==> config.mk <==
export PLATFORM = sky130hd
export DESIGN_NAME = spi_gcd_minion_flat
export DESIGN_NICKNAME = d
export VERILOG_FILES = /design/src/rtl/spi_gcd_minion_if.sv /design/src/rtl/spi_gcd_minion.sv /design/src/flat_wrapper.sv
export SDC_FILE = /design/constraint.sdc
export NUM_CORES = 1
export LEC_CHECK = 0
export ABC_AREA = 1
export CORE_MARGIN = 2
export CORE_UTILIZATION = 30
export DETAILED_ROUTE_END_ITERATION = 10
export GPL_TIMING_DRIVEN = 0
export PLACE_DENSITY = 0.57
export RECOVER_POWER = 100
export REMOVE_ABC_BUFFERS = 1
export SETUP_SLACK_MARGIN = 0.2
export SLEW_MARGIN = 20
export SYNTH_ARGS = -nofsm -noshare
export SYNTH_HDL_FRONTEND = slang
export SYNTH_SLANG_ARGS = --single-unit
==> constraint.sdc <==
create_clock -name clock -period 1.31 [get_ports clock]
set_input_delay 0.262 -clock clock [delete_from_list [all_inputs] [get_ports clock]]
set_output_delay 0.262 -clock clock [all_outputs]
set_load 0.1 [all_outputs]
==> src/rtl/spi_gcd_minion_if.sv <==
// Bundles the SPI pins and the GCD val/rdy request/response channels of the minion.
interface spi_gcd_minion_if #(
  parameter int unsigned DATA_W = 32
);
  logic              spi_csb;
  logic              spi_sclk;
  logic              spi_mosi;
  logic              spi_miso;
  logic [DATA_W-1:0] push_msg;
  logic              push_val;
  logic              push_rdy;
  logic [DATA_W-1:0] pull_msg;
  logic              pull_val;
  logic              pull_rdy;

  modport slave (
    input  spi_csb, spi_sclk, spi_mosi, push_rdy, pull_msg, pull_val,
    output spi_miso, push_msg, push_val, pull_rdy
  );

  modport master (
    output spi_csb, spi_sclk, spi_mosi, push_rdy, pull_msg, pull_val,
    input  spi_miso, push_msg, push_val, pull_rdy
  );
endinterface

==> src/rtl/spi_gcd_minion.sv <==
// SPI mode-0 minion bridging fixed-length packets {val, rdy, data} to the GCD
// request (push) and response (pull) val/rdy channels, all in the clock domain.
module spi_gcd_minion #(
  parameter int unsigned DATA_W = 32
) (
  input  logic            clock,
  input  logic            resetb,
  spi_gcd_minion_if.slave bus
);
  localparam int unsigned N  = DATA_W + 2;
  localparam int unsigned CW = $clog2(N + 2);
  localparam logic [CW-1:0] CNT_N   = CW'(N);
  localparam logic [CW-1:0] CNT_MAX = CW'(N + 1);

  typedef enum logic {IDLE, SHIFT} state_t;

  state_t state, state_n;

  logic csb_s1, csb_s2, csb_s3;
  logic sclk_s1, sclk_s2, sclk_s3;
  logic mosi_s1, mosi_s2;

  logic [N-1:0]      tx;
  logic [N-1:0]      rx;
  logic [CW-1:0]     cnt;
  logic              adv_val;
  logic              adv_rdy;
  logic              full;
  logic [DATA_W-1:0] pbuf;
  logic              pull_rdy_q;

  logic csb_fall, csb_rise, sclk_rise, sclk_fall;
  logic start, finish, pkt_ok, do_push, do_pop;

  // Synchronisers; the third stage only serves edge detection.
  always_ff @(posedge clock or negedge resetb) begin
    if (!resetb) begin
      csb_s1  <= 1'b1;
      csb_s2  <= 1'b1;
      csb_s3  <= 1'b1;
      sclk_s1 <= 1'b0;
      sclk_s2 <= 1'b0;
      sclk_s3 <= 1'b0;
      mosi_s1 <= 1'b0;
      mosi_s2 <= 1'b0;
    end else begin
      csb_s1  <= bus.spi_csb;
      csb_s2  <= csb_s1;
      csb_s3  <= csb_s2;
      sclk_s1 <= bus.spi_sclk;
      sclk_s2 <= sclk_s1;
      sclk_s3 <= sclk_s2;
      mosi_s1 <= bus.spi_mosi;
      mosi_s2 <= mosi_s1;
    end
  end

  assign csb_fall  =  csb_s3  & ~csb_s2;
  assign csb_rise  = ~csb_s3  &  csb_s2;
  assign sclk_rise = ~sclk_s3 &  sclk_s2;
  assign sclk_fall =  sclk_s3 & ~sclk_s2;

  always_ff @(posedge clock or negedge resetb) begin
    if (!resetb) state <= IDLE;
    else         state <= state_n;
  end

  always_comb begin
    state_n = state;
    start   = 1'b0;
    finish  = 1'b0;
    case (state)
      IDLE: begin
        if (csb_fall) begin
          state_n = SHIFT;
          start   = 1'b1;
        end
      end
      SHIFT: begin
        if (csb_rise) begin
          state_n = IDLE;
          finish  = 1'b1;
        end
      end
      default: state_n = IDLE;
    endcase
    pkt_ok  = finish && (cnt == CNT_N);
    do_push = pkt_ok && rx[N-1] && adv_rdy;
    do_pop  = pkt_ok && rx[N-2] && adv_val;
  end

  // Shift registers, advertised flow-control snapshot and bit counter.
  always_ff @(posedge clock or negedge resetb) begin
    if (!resetb) begin
      tx      <= '0;
      rx      <= '0;
      cnt     <= '0;
      adv_val <= 1'b0;
      adv_rdy <= 1'b0;
    end else if (start) begin
      adv_val <= bus.pull_val;
      adv_rdy <= ~full;
      tx      <= {bus.pull_val, ~full, bus.pull_msg};
      cnt     <= '0;
    end else if (state == SHIFT) begin
      if (sclk_rise) begin
        rx <= {rx[N-2:0], mosi_s2};
        if (cnt != CNT_MAX) cnt <= cnt + 1'b1;
      end
      if (sclk_fall) tx <= {tx[N-2:0], 1'b0};
    end
  end

  // A load only happens when the buffer was advertised empty, so it never
  // coincides with a drain handshake.
  always_ff @(posedge clock or negedge resetb) begin
    if (!resetb) begin
      full       <= 1'b0;
      pbuf       <= '0;
      pull_rdy_q <= 1'b0;
    end else begin
      pull_rdy_q <= do_pop;
      if (do_push) begin
        full <= 1'b1;
        pbuf <= rx[DATA_W-1:0];
      end else if (full && bus.push_rdy) begin
        full <= 1'b0;
      end
    end
  end

  assign bus.spi_miso = (state == SHIFT) ? tx[N-1] : 1'b0;
  assign bus.push_val = full;
  assign bus.push_msg = pbuf;
  assign bus.pull_rdy = pull_rdy_q;
endmodule

==> src/flat_wrapper.sv <==
// flat-port wrapper written by rule: the top's interface ports become plain ports
module spi_gcd_minion_flat 
#(
  parameter int unsigned DATA_W = 32
)
  (clock, resetb, bus_spi_csb, bus_spi_sclk, bus_spi_mosi, bus_push_rdy, bus_pull_msg, bus_pull_val, bus_spi_miso, bus_push_msg, bus_push_val, bus_pull_rdy);
  spi_gcd_minion_if #(.DATA_W(DATA_W)) bus_i ();
  input  logic clock;
  input  logic resetb;
  input wire logic [$bits(bus_i.spi_csb)-1:0] bus_spi_csb;
  input wire logic [$bits(bus_i.spi_sclk)-1:0] bus_spi_sclk;
  input wire logic [$bits(bus_i.spi_mosi)-1:0] bus_spi_mosi;
  input wire logic [$bits(bus_i.push_rdy)-1:0] bus_push_rdy;
  input wire logic [$bits(bus_i.pull_msg)-1:0] bus_pull_msg;
  input wire logic [$bits(bus_i.pull_val)-1:0] bus_pull_val;
  output wire logic [$bits(bus_i.spi_miso)-1:0] bus_spi_miso;
  output wire logic [$bits(bus_i.push_msg)-1:0] bus_push_msg;
  output wire logic [$bits(bus_i.push_val)-1:0] bus_push_val;
  output wire logic [$bits(bus_i.pull_rdy)-1:0] bus_pull_rdy;
  assign bus_i.spi_csb = bus_spi_csb;
  assign bus_i.spi_sclk = bus_spi_sclk;
  assign bus_i.spi_mosi = bus_spi_mosi;
  assign bus_i.push_rdy = bus_push_rdy;
  assign bus_i.pull_msg = bus_pull_msg;
  assign bus_i.pull_val = bus_pull_val;
  assign bus_spi_miso = bus_i.spi_miso;
  assign bus_push_msg = bus_i.push_msg;
  assign bus_push_val = bus_i.push_val;
  assign bus_pull_rdy = bus_i.pull_rdy;
  spi_gcd_minion #(.DATA_W(DATA_W)) u_core (.clock(clock), .resetb(resetb), .bus(bus_i));
endmodule
==> flow_summary_export.csv, run 1 <==
group,metric,value,unit
placement,place_congestion,0.7247,
synth,yosys-top-cells-area,"dfrtp_1 (59%), nand2_1 (9.9%), o21ai_0 (5.3%)",
synth,synth-edff-count,0,
worst_setup_path,critical-path-max-stage-delay,0.52,ns
timing,fmax,631.0,MHz
outcome,status,"finished with violations",
global_routing,grt_start_max_net_pins,67,
global_routing,grt_pass1_wl,21680,um
synth,yosysTopAreaCellShare,0.5923,
synth,synth_top_area_cell,"dfrtp_1",
synth,synth_most_common_cell,"nand2_1",
global_routing,overflow,0,
synth,syn-cell-area,4901,um2
placement,dp_slack,-0.7586,ns
synth,synth-seq-cells,119,
synth,ys_warn_count,0,
floorplanning,die_w,131.8,um
detailed_routing,drt_wl_total,16160,um
worst_setup_path,crit_end,"u_core.tx[27]$_DFFE_PN0P_",
global_routing,grt_use_total,0.1601,
detailed_routing,drt_iter0_drc,191,
timing,finalClockSkew,0.01086,ns
clock_tree,clk_pin_slew,0.06,ns
timing,whs,0.1740,ns
final_layout,fin_util,0.5217,
worst_setup_path,worstPathRequired,1.63,ns
detailed_routing,dr.pass1.iters,4,
floorplanning,die_area,17380,um2
worst_setup_path,r2r_start,"u_core.csb_s3$_DFF_PN1_",
detailed_routing,remaining_drc_errors,0,
floorplanning,core,15940,um2
placement,port_buffers,73,
final_layout,drive_gt1_frac,0.4375,
timing,maxSlewHeadroom,0.04528,
worst_setup_path,cp_data_arrival_time,1.91,ns
final_layout,area_growth,69.72,%
detailed_routing,viasPerCell,4.812,
floorplanning,rows,46,
floorplanning,initial_core_util,0.3074,
timing,fin_ws,-0.2749,ns
timing,rsz0062_at_grt,"true",
outcome,violations,"negative setup slack",
detailed_routing,post_drt_wl_per_cell,18.20,um
timing,finalSetupViolCount,95,
worst_setup_path,worstSetupPathType,"reg2reg",
synth,ys_seq_area_frac,0.6084,
global_routing,grt_pass1_vias,4047,
worst_setup_path,worstSetupStartpointType,"flop",
synth,avgSynthCellArea,9.498,um2
worst_setup_path,r2r-end,"u_core.tx[27]$_DFFE_PN0P_",
detailed_routing,drtAntennaViolNets,0,
synth,syn_inst,516,
min_path,hp-class,"in2async",
worst_setup_path,ff2ff_path_depth,7,
floorplanning,die_h,131.8,um
timing,slew_violations,0,
global_routing,antenna_found_initial,0,
final_layout,antennaDiodeCount,0,
worst_setup_path,endpoint_kind,"flop",
detailed_routing,vias,4273,
worst_setup_path,cp_max_fo,5,
synth,ys.flop_type,"dfrtp_1",
pwr,ir_drop,0.9666,mV
clock_tree,clock_latency,0.43,ns
clock_tree,tritoncts,"built",
timing,min_period,1.585,ns
clock_tree,cts_buffers,17,
floorplanning,io_pins,74,
worst_setup_path,startpoint,"u_core.csb_s3$_DFF_PN1_",
synth,async_reset_ff_frac,1.000,
timing,finalHoldViolCount,0,
synth,synth_commonest_cells,"nand2_1 (129), dfrtp_1 (116), o21ai_0 (52)",
worst_setup_path,cp_slowest_cell,"dfstp_2",
final_layout,fill_cells,1360,
pwr,p_per_area,1411,nW/um2
clock_tree,htree_levels,4,
worst_setup_path,r2r_slack,-0.27,ns
clock_tree,max-clock-path-buffers,2,
timing,fin_crit_sh,1.210,
clock_tree,cts_num_sinks,119,
placement,dp_hpwl,6226,um
synth,synth_cell_types,28,
worst_setup_path,crit_chain,"inv_2, nor2_4, buf_12, nand2_8, inv_6, nand2_1, a21oi_1",
timing,worst_slew_pin_slew,1.432,ns
clock_tree,cts_root_buffer,"clkbuf_16",
run,drv_cap,0,
final_layout,nets,700,
pwr,p_leak,0.003530,uW
[stage by stage]
| stage | instances | total power, uW | instance area [um2] | TNS (ns) |
|---|---|---|---|---|
| floorplan | 489 | 5279 | 4718 | -40.30 |
| global placement | 778 | 5701 | 5719 | -648.62 |
| detailed placement | 780 | 5758 | 5777 | -75.19 |
| CTS | 843 | 10960 | 7282 | -12.94 |
| global route | 888 | 12210 | 8318 | -25.76 |
| finish | 888 | 11740 | 8318 | -12.79 |
[kinds of logic after synthesis]
logic type | Yosys count | share of synthesized area
compound gates | 135 | 0.1555
xor+xnor | 2 | 0.003575
fa+ha+maj | 2 | 0.005105
buf+inv | 72 | 0.07174
flops | 119 | 0.6084
simple gates | 186 | 0.1557
[layout make-up]
cell class	instances	area, um2	share of cell area
sequential	119	2994	0.3600
multi-input combinational	340	2364	0.2841
timing repair buffer	130	1809	0.2175
clock buffer	19	442.9	0.05325
tap	216	270.3	0.03249
inverter	45	192.7	0.02316
clock inverter	13	170.2	0.02046
timing repair inverter	6	75.07	0.009025
[registers in the layout, summed over array words and instances, names as in the netlist]
signal               flops
u_core.mosi_s2           1
u_core.sclk_s3           1
u_core.mosi_s1           1
u_core.csb_s3            1
u_core.adv_rdy           1
u_core.bus.push_val      1
u_core.sclk_s1           1
u_core.csb_s1            1
u_core.tx               34
u_core.rx               34
u_core.bus.push_msg     32
u_core.state             1
u_core.adv_val           1
u_core.cnt               6
u_core.csb_s2            1
u_core.sclk_s2           1
u_core.bus.pull_rdy      1
[worst max-delay path, delay by kind of cell (launching register included)]
kind,cells,cell delay [ns]
AND/OR/NAND/NOR,3,0.43
flip-flops,1,0.52
AO/OA/AOI/OAI,1,0.22
buffers and inverters,3,0.31
[where the power goes]
group,internal (uW),switching [uW],leakage [uW]
clock network,3060,1830,0.000290
logic,915,1270,0.00171
registers,4220,443,0.00153
total,8190,3540,0.00353
[per-layer routing]
layer | vias to the layer above | wire length, um | GRT usage
li1 | 1987 | - | -
met1 | 2109 | 6440 | 0.2026
met2 | 139 | 8136 | 0.2539
met3 | 38 | 1088 | 0.05498
met4 | 0 | 492 | 0.06159
met5 | - | 0 | 0
[worst min-delay path by stage]
stage	startpoint	slack, ns	cells past startpoint	to
detailed placement	resetb	0.26	1	u_core.bus.push_msg[17]$_DFFE_PN0P_
global placement	u_core.mosi_s1$_DFF_PN0_	0.33	0	u_core.mosi_s2$_DFF_PN0_
finish	resetb	0.17	1	u_core.bus.push_msg[17]$_DFFE_PN0P_
floorplan	resetb	-0.03	0	u_core.adv_rdy$_DFFE_PN0P_
global route	resetb	0.29	1	u_core.bus.push_msg[21]$_DFFE_PN0P_
CTS	resetb	-0.20	1	u_core.bus.push_msg[21]$_DFFE_PN0P_
[placed cells by master, fill, tap and decap left out, types with 2 or more instances in the layout]
master           Yosys  final
nand4_1              3      3
buf_12               0     44
dfrtp_1            116    108
nor2_4               1     18
buf_16               0      6
clkdlybuf4s50_1      0     34
nor2_2               4      9
nand2_2              3     23
dfrtp_2              0      7
bufinv_16            0      3
nand2_4              1     14
clkinv_4             0      4
xor2_1               2      2
a21oi_2              0     19
dfstp_2              3      3
inv_1               43     40
o21ai_1             27     40
nand2_1            129     95
clkbuf_16            0     19
inv_2                2      3
buf_6                8      8
inv_6                0      5
clkinv_8             0      2
buf_4                3     31
dlygate4sd3_1        0      3
a21oi_1             32     13
o21ai_2             22     44
nand3_1              5      5
o21ai_0             52     16
nand2_8              0     16
nor2_1              37     15
clkinvlp_4           0      3
[repair_timing]
action | CTS | global route
endpoints found under the setup margin | 146 | 146
endpoints found under the hold margin | 53 | 53
pin swaps | 10 | 27
resized for setup | 363 | 185
gates cloned | 13 | 15
setup buffers | 18 | 30
Power figures use the tool's default switching activity.
==> run 2: changes to the inputs <==
--- a/config.mk
+++ b/config.mk
@@ -6,6 +6,7 @@
 export NUM_CORES = 1
 export LEC_CHECK = 0
 export ABC_AREA = 1
+export ABC_CLOCK_PERIOD_IN_PS = 1310
 export CORE_MARGIN = 2
 export CORE_UTILIZATION = 30
 export DETAILED_ROUTE_END_ITERATION = 10
==> results of run 2 <==
Same layout as run 1: the final DEF is identical, and so are final timing and power.
